<file path="src/rtl/mem_access_unit.sv">
// MEM-stage load/store engine: lane steering, load extension, UART MMIO decode,
// and a wait-state FSM that drives a synchronous data RAM while stalling the pipeline.
module mem_access_unit #(
    parameter int              ADDR_W         = 32,
    parameter int              RAM_WAIT       = 1,
    parameter int              WAIT_W         = 3,
    parameter logic [ADDR_W-1:0] UART_DATA_ADDR = ADDR_W'(32'hBFD003F8),
    parameter logic [ADDR_W-1:0] UART_STAT_ADDR = ADDR_W'(32'hBFD003FC)
) (
    input  logic              clk,
    input  logic              rst_n,
    input  logic              req_valid,
    input  logic              req_we,
    input  logic [1:0]        req_size,
    input  logic              req_signed,
    input  logic [ADDR_W-1:0] req_addr,
    input  logic [31:0]       req_wdata,
    output logic              stall,
    output logic [31:0]       rdata,
    output logic              addr_err,
    output logic              ram_ce,
    output logic              ram_we,
    output logic [3:0]        ram_be,
    output logic [ADDR_W-3:0] ram_addr,
    output logic [31:0]       ram_wdata,
    input  logic [31:0]       ram_rdata,
    output logic [7:0]        uart_wdata,
    output logic              uart_we,
    output logic              uart_rd,
    input  logic [7:0]        uart_rdata,
    input  logic              uart_recv_flag,
    input  logic              uart_send_flag
);

    typedef enum logic [1:0] {IDLE, WAIT, DONE} state_t;

    state_t              state, state_n;
    logic [WAIT_W-1:0]   cnt;
    logic [ADDR_W-3:0]   addr_q;
    logic [3:0]          be_q;
    logic [31:0]         wdata_q;
    logic                we_q;
    logic [1:0]          size_q;
    logic [1:0]          off_q;
    logic                signed_q;
    logic [31:0]         rdata_q;

    logic [1:0]          off;
    logic                err_c;
    logic                hit_data;
    logic                hit_stat;
    logic                go;
    logic                ram_go;
    logic                stall_c;
    logic [3:0]          be_c;
    logic [31:0]         wdata_c;

    function automatic logic [31:0] fmt_load(input logic [31:0] w, input logic [1:0] sz,
                                             input logic [1:0] o, input logic sgn);
        logic [7:0]  b;
        logic [15:0] h;
        b = w[{o, 3'b000} +: 8];
        h = o[1] ? w[31:16] : w[15:0];
        case (sz)
            2'b00:   fmt_load = {{24{sgn & b[7]}}, b};
            2'b01:   fmt_load = {{16{sgn & h[15]}}, h};
            default: fmt_load = w;
        endcase
    endfunction

    assign off      = req_addr[1:0];
    assign hit_data = (req_addr[ADDR_W-1:2] == UART_DATA_ADDR[ADDR_W-1:2]);
    assign hit_stat = (req_addr[ADDR_W-1:2] == UART_STAT_ADDR[ADDR_W-1:2]);

    // Errors are only meaningful for a fresh request; an erroneous one has no side effects.
    always_comb begin
        err_c = 1'b0;
        if (state == IDLE && req_valid) begin
            err_c = (req_size == 2'b11) ||
                    (req_size == 2'b01 && off[0]) ||
                    (req_size == 2'b10 && off != 2'b00);
        end
    end

    assign go       = (state == IDLE) && req_valid && !err_c;
    assign ram_go   = go && !hit_data && !hit_stat;
    assign addr_err = rst_n & err_c;

    always_comb begin
        be_c    = 4'b1111;
        wdata_c = req_wdata;
        case (req_size)
            2'b00: begin
                be_c    = 4'b0001 << off;
                wdata_c = {4{req_wdata[7:0]}};
            end
            2'b01: begin
                be_c    = off[1] ? 4'b1100 : 4'b0011;
                wdata_c = {2{req_wdata[15:0]}};
            end
            default: begin
                be_c    = 4'b1111;
                wdata_c = req_wdata;
            end
        endcase
    end

    always_ff @(posedge clk or negedge rst_n) begin
        if (!rst_n) state <= IDLE;
        else        state <= state_n;
    end

    always_comb begin
        state_n = state;
        stall_c = 1'b0;
        case (state)
            IDLE: begin
                if (ram_go) begin
                    stall_c = 1'b1;
                    state_n = WAIT;
                end
            end
            WAIT: begin
                stall_c = 1'b1;
                if (cnt == '0) state_n = DONE;
            end
            DONE:    state_n = IDLE;
            default: state_n = IDLE;
        endcase
    end

    // Access latches, wait counter, load capture and the one-cycle UART strobes.
    always_ff @(posedge clk or negedge rst_n) begin
        if (!rst_n) begin
            cnt        <= '0;
            addr_q     <= '0;
            be_q       <= '0;
            wdata_q    <= '0;
            we_q       <= 1'b0;
            size_q     <= 2'b00;
            off_q      <= 2'b00;
            signed_q   <= 1'b0;
            rdata_q    <= '0;
            uart_wdata <= '0;
            uart_we    <= 1'b0;
            uart_rd    <= 1'b0;
        end else begin
            uart_we <= go && hit_data && req_we;
            uart_rd <= go && hit_data && !req_we;
            if (go && hit_data && req_we) uart_wdata <= req_wdata[7:0];
            if (ram_go) begin
                addr_q   <= req_addr[ADDR_W-1:2];
                be_q     <= be_c;
                wdata_q  <= wdata_c;
                we_q     <= req_we;
                size_q   <= req_size;
                off_q    <= off;
                signed_q <= req_signed;
                cnt      <= WAIT_W'(RAM_WAIT);
            end else if (state == WAIT) begin
                if (cnt != '0) cnt <= cnt - WAIT_W'(1);
                else           rdata_q <= we_q ? 32'd0 : fmt_load(ram_rdata, size_q, off_q, signed_q);
            end
        end
    end

    always_comb begin
        rdata = 32'd0;
        if (rst_n) begin
            if (state == DONE) begin
                rdata = rdata_q;
            end else if (go && !req_we && hit_data) begin
                rdata = {24'd0, uart_rdata};
            end else if (go && !req_we && hit_stat) begin
                rdata = {30'd0, uart_recv_flag, uart_send_flag};
            end
        end
    end

    assign stall     = rst_n & stall_c;
    assign ram_ce    = (state == WAIT);
    assign ram_we    = ram_ce & we_q;
    assign ram_be    = be_q;
    assign ram_addr  = addr_q;
    assign ram_wdata = wdata_q;

endmodule

</file>
<file path="config.mk">
export PLATFORM = sky130hd
export DESIGN_NAME = mem_access_unit
export DESIGN_NICKNAME = d
export VERILOG_FILES = /design/src/rtl/mem_access_unit.sv
export SDC_FILE = /design/constraint.sdc
export NUM_CORES = 1
export LEC_CHECK = 0
export ABC_CLOCK_PERIOD_IN_PS = 5800
export CORE_MARGIN = 2
export CORE_UTILIZATION = 48
export CTS_CLUSTER_DIAMETER = 40
export CTS_CLUSTER_SIZE = 20
export DETAILED_ROUTE_END_ITERATION = 16
export PLACE_DENSITY = 0.83
export SLEW_MARGIN = 20
export SYNTH_ARGS = -nofsm -noshare
export SYNTH_HDL_FRONTEND = slang
export SYNTH_SLANG_ARGS = --single-unit
</file>
<file path="constraint.sdc">
create_clock -name clk -period 5.8 [get_ports clk]
set_input_delay 1.16 -clock clk [delete_from_list [all_inputs] [get_ports clk]]
set_output_delay 1.16 -clock clk [all_outputs]
set_load 0.01 [all_outputs]
</file>
==> results of run 1 <==
==> registers in the layout, indices dropped and copies added (netlist names) <==
name	flops
signed_q	1
uart_wdata	8
ram_addr	30
state	2
uart_rd	1
size_q	2
uart_we	1
ram_wdata	32
cnt	3
rdata_q	32
ram_be	4
off_q	2
we_q	1
==> synthesized netlist by cell type (all sizes together) <==
cell type	instances	share of area, %
xnor2	1	0.15
a211oi	2	0.25
nand2	55	3.4
nand3b	1	0.12
or3	10	1.1
o21bai	2	0.25
mux2	95	20
o221ai	7	1.0
a21bo	1	0.17
a32o	6	1.0
and2	25	2.6
clkinv	1	0.062
clkbuf	18	1.1
or4	1	0.12
buf	12	2.4
o31ai	8	1.0
a2111oi	1	0.46
o21ba	1	0.17
nand3	2	0.17
dfrtp	119	50
ha	2	0.42
and4b	1	0.17
mux2i	19	3.2
nand4b	1	0.15
a21oi	27	2.2
xor2	1	0.15
or2	1	0.10
and3	1	0.10
or4b	2	0.33
a31o	1	0.15
o21ai	42	3.5
nor3	1	0.083
a21o	1	0.12
nor2	13	0.81
nand4	3	0.42
mux4	1	0.37
nand2b	3	0.31
inv	13	0.81
nor2b	5	0.52
nor4	3	0.52
a21boi	1	0.19
o211ai	1	0.12
==> per-layer routing <==
layer / up-vias / global-route usage [%] / wire length, µm
met5: - / 0 / 0
met4: 0 / 11.19 / 478
met3: 37 / 10.41 / 1647
met2: 236 / 43.78 / 8768
met1: 2431 / 31.53 / 6724
li1: 2262 / - / -
==> final cells by class <==
| class | count | area share [%] |
|---|---|---|
| flip-flops and latches | 119 | 33.27 |
| multi-input cells | 348 | 31.03 |
| repair buffers | 234 | 25.86 |
| clock buffers | 23 | 5.563 |
| well taps | 168 | 2.348 |
| clock inverters | 9 | 1.342 |
| inverters | 14 | 0.5871 |
==> stage by stage <==
stage          hold WS, ns  instance area [µm²]
6_report            0.4774                 8951
3_3_place_gp        0.4577                 8325
4_1_cts             0.4767                 8944
5_1_grt             0.5055                 8951
3_5_place_dp        0.4658                 8325
2_1_floorplan       0.4418                 6010
==> kinds of logic (layout without fill, tap and decap cells) <==
group / count (synthesis) / in the layout
muxes: 115 / 115
AOI/OAI and AO/OA: 101 / 101
and+or+nand+nor: 128 / 128
buffers and inverters: 44 / 280
DFF: 119 / 119
xor gates and xnor gates: 2 / 2
adders and majority gates: 2 / 2
==> path summary, 6_finish.rpt <==
check | end | depth (start not counted) | slack [ns]
setup / recovery | rdata[7] | 7 | 0.77
hold / removal | rdata_q[16] | 2 | 0.48
setup reg to reg | rdata_q[21] | 5 | 3.23
hold reg to reg | rdata_q[16] | 2 | 0.48
max in group asynchronous | uart_wdata[6] | 2 | 4.31
min in group asynchronous | ram_be[0] | 2 | 0.91
==> tightest hold or removal path, cell delays in order, from the launching register on <==
cell and delay [ns]:
dfrtp_1 0.33, nand2_1 0.04, o21ai_0 0.06
==> power by group <==
group | total [µW] | switching, µW | internal [µW]
combinational | 1710 | 732 | 978
sequential | 1450 | 255 | 1190
clock | 1090 | 364 | 727
==> impl_metrics.py, run 1 <==
metrics = {
    "run_status": {
        "outcome": "completed",
    },
    "placed_design": {
        "dp.cells": 882,
        "gp_congestion": 0.8720,
        "post-place-ws_ns": 0.7837,
        "port_buffers": 224,
        "dpl.hpwl_mm": 12.64,
    },
    "floorplanning": {
        "dieArea_um2": 13430,
        "fp.dieH_um": 115.9,
        "pin_count": 225,
        "die_w_um": 115.9,
        "core.rowCount": 40,
        "start_util_pct": 49.62,
        "core-area_um2": 12110,
    },
    "worst_setup_path": {
        "cpMostUsedCell": "clkdlybuf4s50_1",
        "reg2reg_from": "off_q[1]",
        "path_class": "primary input to output port",
        "worstPathRequired_ns": 4.64,
        "slowest_delay_ns": 0.57,
        "worstPathMaxFanout": 7,
        "cp-startpoint": "req_addr[16]",
        "path_cells": "clkdlybuf4s50_1 > or4b_1 > nor4_2 > buf_4 > and4b_1 > a32o_1 > clkdlybuf4s50_1",
        "endpoint_kind": "output port",
        "cp-start-kind": "primary input",
        "path_delay_family": "simple AND/OR/NAND/NOR gates",
        "crit_buf_inv": 3,
        "cp_slowest_cell": "clkdlybuf4s50_1",
        "arrival_ns": 3.87,
    },
    "drt": {
        "drc": 0,
        "viasPerCell": 5.427,
        "wirelength_mm": 17.62,
        "dr.first_iter.drc_count": 360,
        "drtAntennaViolNets": 0,
        "drtPass1Iterations": 5,
        "num_vias": 4966,
        "wl_per_cell_um": 19.26,
    },
    "cts": {
        "ctsResizeCount": 0,
        "cts_tree": "yes",
        "cts_buffers": 17,
        "cts_hold_buf": 0,
        "cts_buffer_depth": 2,
        "cts_sinks": 119,
        "postCtsSetupBuffers": 0,
        "cts-root-buf": "clkbuf_16",
        "insertion_delay_ns": 0.42,
        "cts_max_level": 4,
        "clk_pin_slew_worst_paths_ns": 0.05,
    },
    "synth": {
        "synthAdderAreaFrac_pct": 0.4164,
        "synth-seq-area-share_pct": 49.55,
        "synth-warning-count": 0,
        "synth_compound_area_share_pct": 10.64,
        "synth_area_per_cell_um2": 11.76,
        "synthesis.nets": 626,
        "synth-simple-area-share_pct": 11.10,
        "ys_seq_elements": 119,
        "syn-cell-area_um2": 6010,
        "yosys-mux-area-fraction_pct": 23.65,
        "synth_top_family_by_area": "multiplexers",
        "synthDistinctLibCells": 49,
        "synth-xor-area-share_pct": 0.2915,
        "syn_inst": 511,
    },
    "timing": {
        "rsz0062_at_grt": "false",
        "max_freq_mhz": 199.0,
        "finClkSkew_ns": 0.007973,
        "slew_headroom_pct": 27.32,
        "period_needed_ns": 5.025,
        "fin_setup_tns_ns": 0,
        "worstMarginPinSlew_ns": 1.088,
        "drv_slew": 0,
        "period_share_pct": 86.64,
        "worst_slack_ns": 0.7749,
        "setup_viol": 0,
        "hold_viol": 0,
    },
    "layout": {
        "multi_input_comb_area_um2": 2778,
        "nets": 849,
        "antenna_cells": 0,
        "drive_gt1_share_pct": 19.81,
        "final_cells": 915,
        "layout-area-overhead-vs-synth_pct": 48.95,
        "fillers": 813,
        "final_cell_mix": "clkdlybuf4s50_1, dfrtp_1, mux2_2, nand2_1, o21ai_0",
        "final_util_pct": 73.91,
        "layout_commonest_cell": "clkdlybuf4s50_1",
        "regArea_um2": 2978,
    },
    "worst_hold_path": {
        "hp-start": "rdata_q[16]",
        "hp-class": "flop to flop",
    },
    "power_and_ir_drop": {
        "leakagePower_uw": 0.003925,
        "p_total_uw": 4247,
        "ir_drop_mv": 0.2581,
        "power.density_nw_per_um2": 474.4,
    },
    "flow_run": {
        "cap_violations": 0,
    },
    "global_route": {
        "grt_pass1_wl_mm": 27.17,
        "overflow": 0,
        "antenna_found_initial": 0,
        "first_global_vias": 5011,
        "grt_max_degree": 65,
        "grt_use_total_pct": 26.71,
    },
}
Note: power is estimated with default switching activity, not from simulation.
==> inputs of run 2 (changes only) <==
--- a/config.mk
+++ b/config.mk
@@ -16,3 +16,4 @@
 export SYNTH_ARGS = -nofsm -noshare
 export SYNTH_HDL_FRONTEND = slang
 export SYNTH_SLANG_ARGS = --single-unit
+export TNS_END_PERCENT = 1
==> results of run 2 <==
No change in the layout: final DEF, timing and power equal those of run 1.
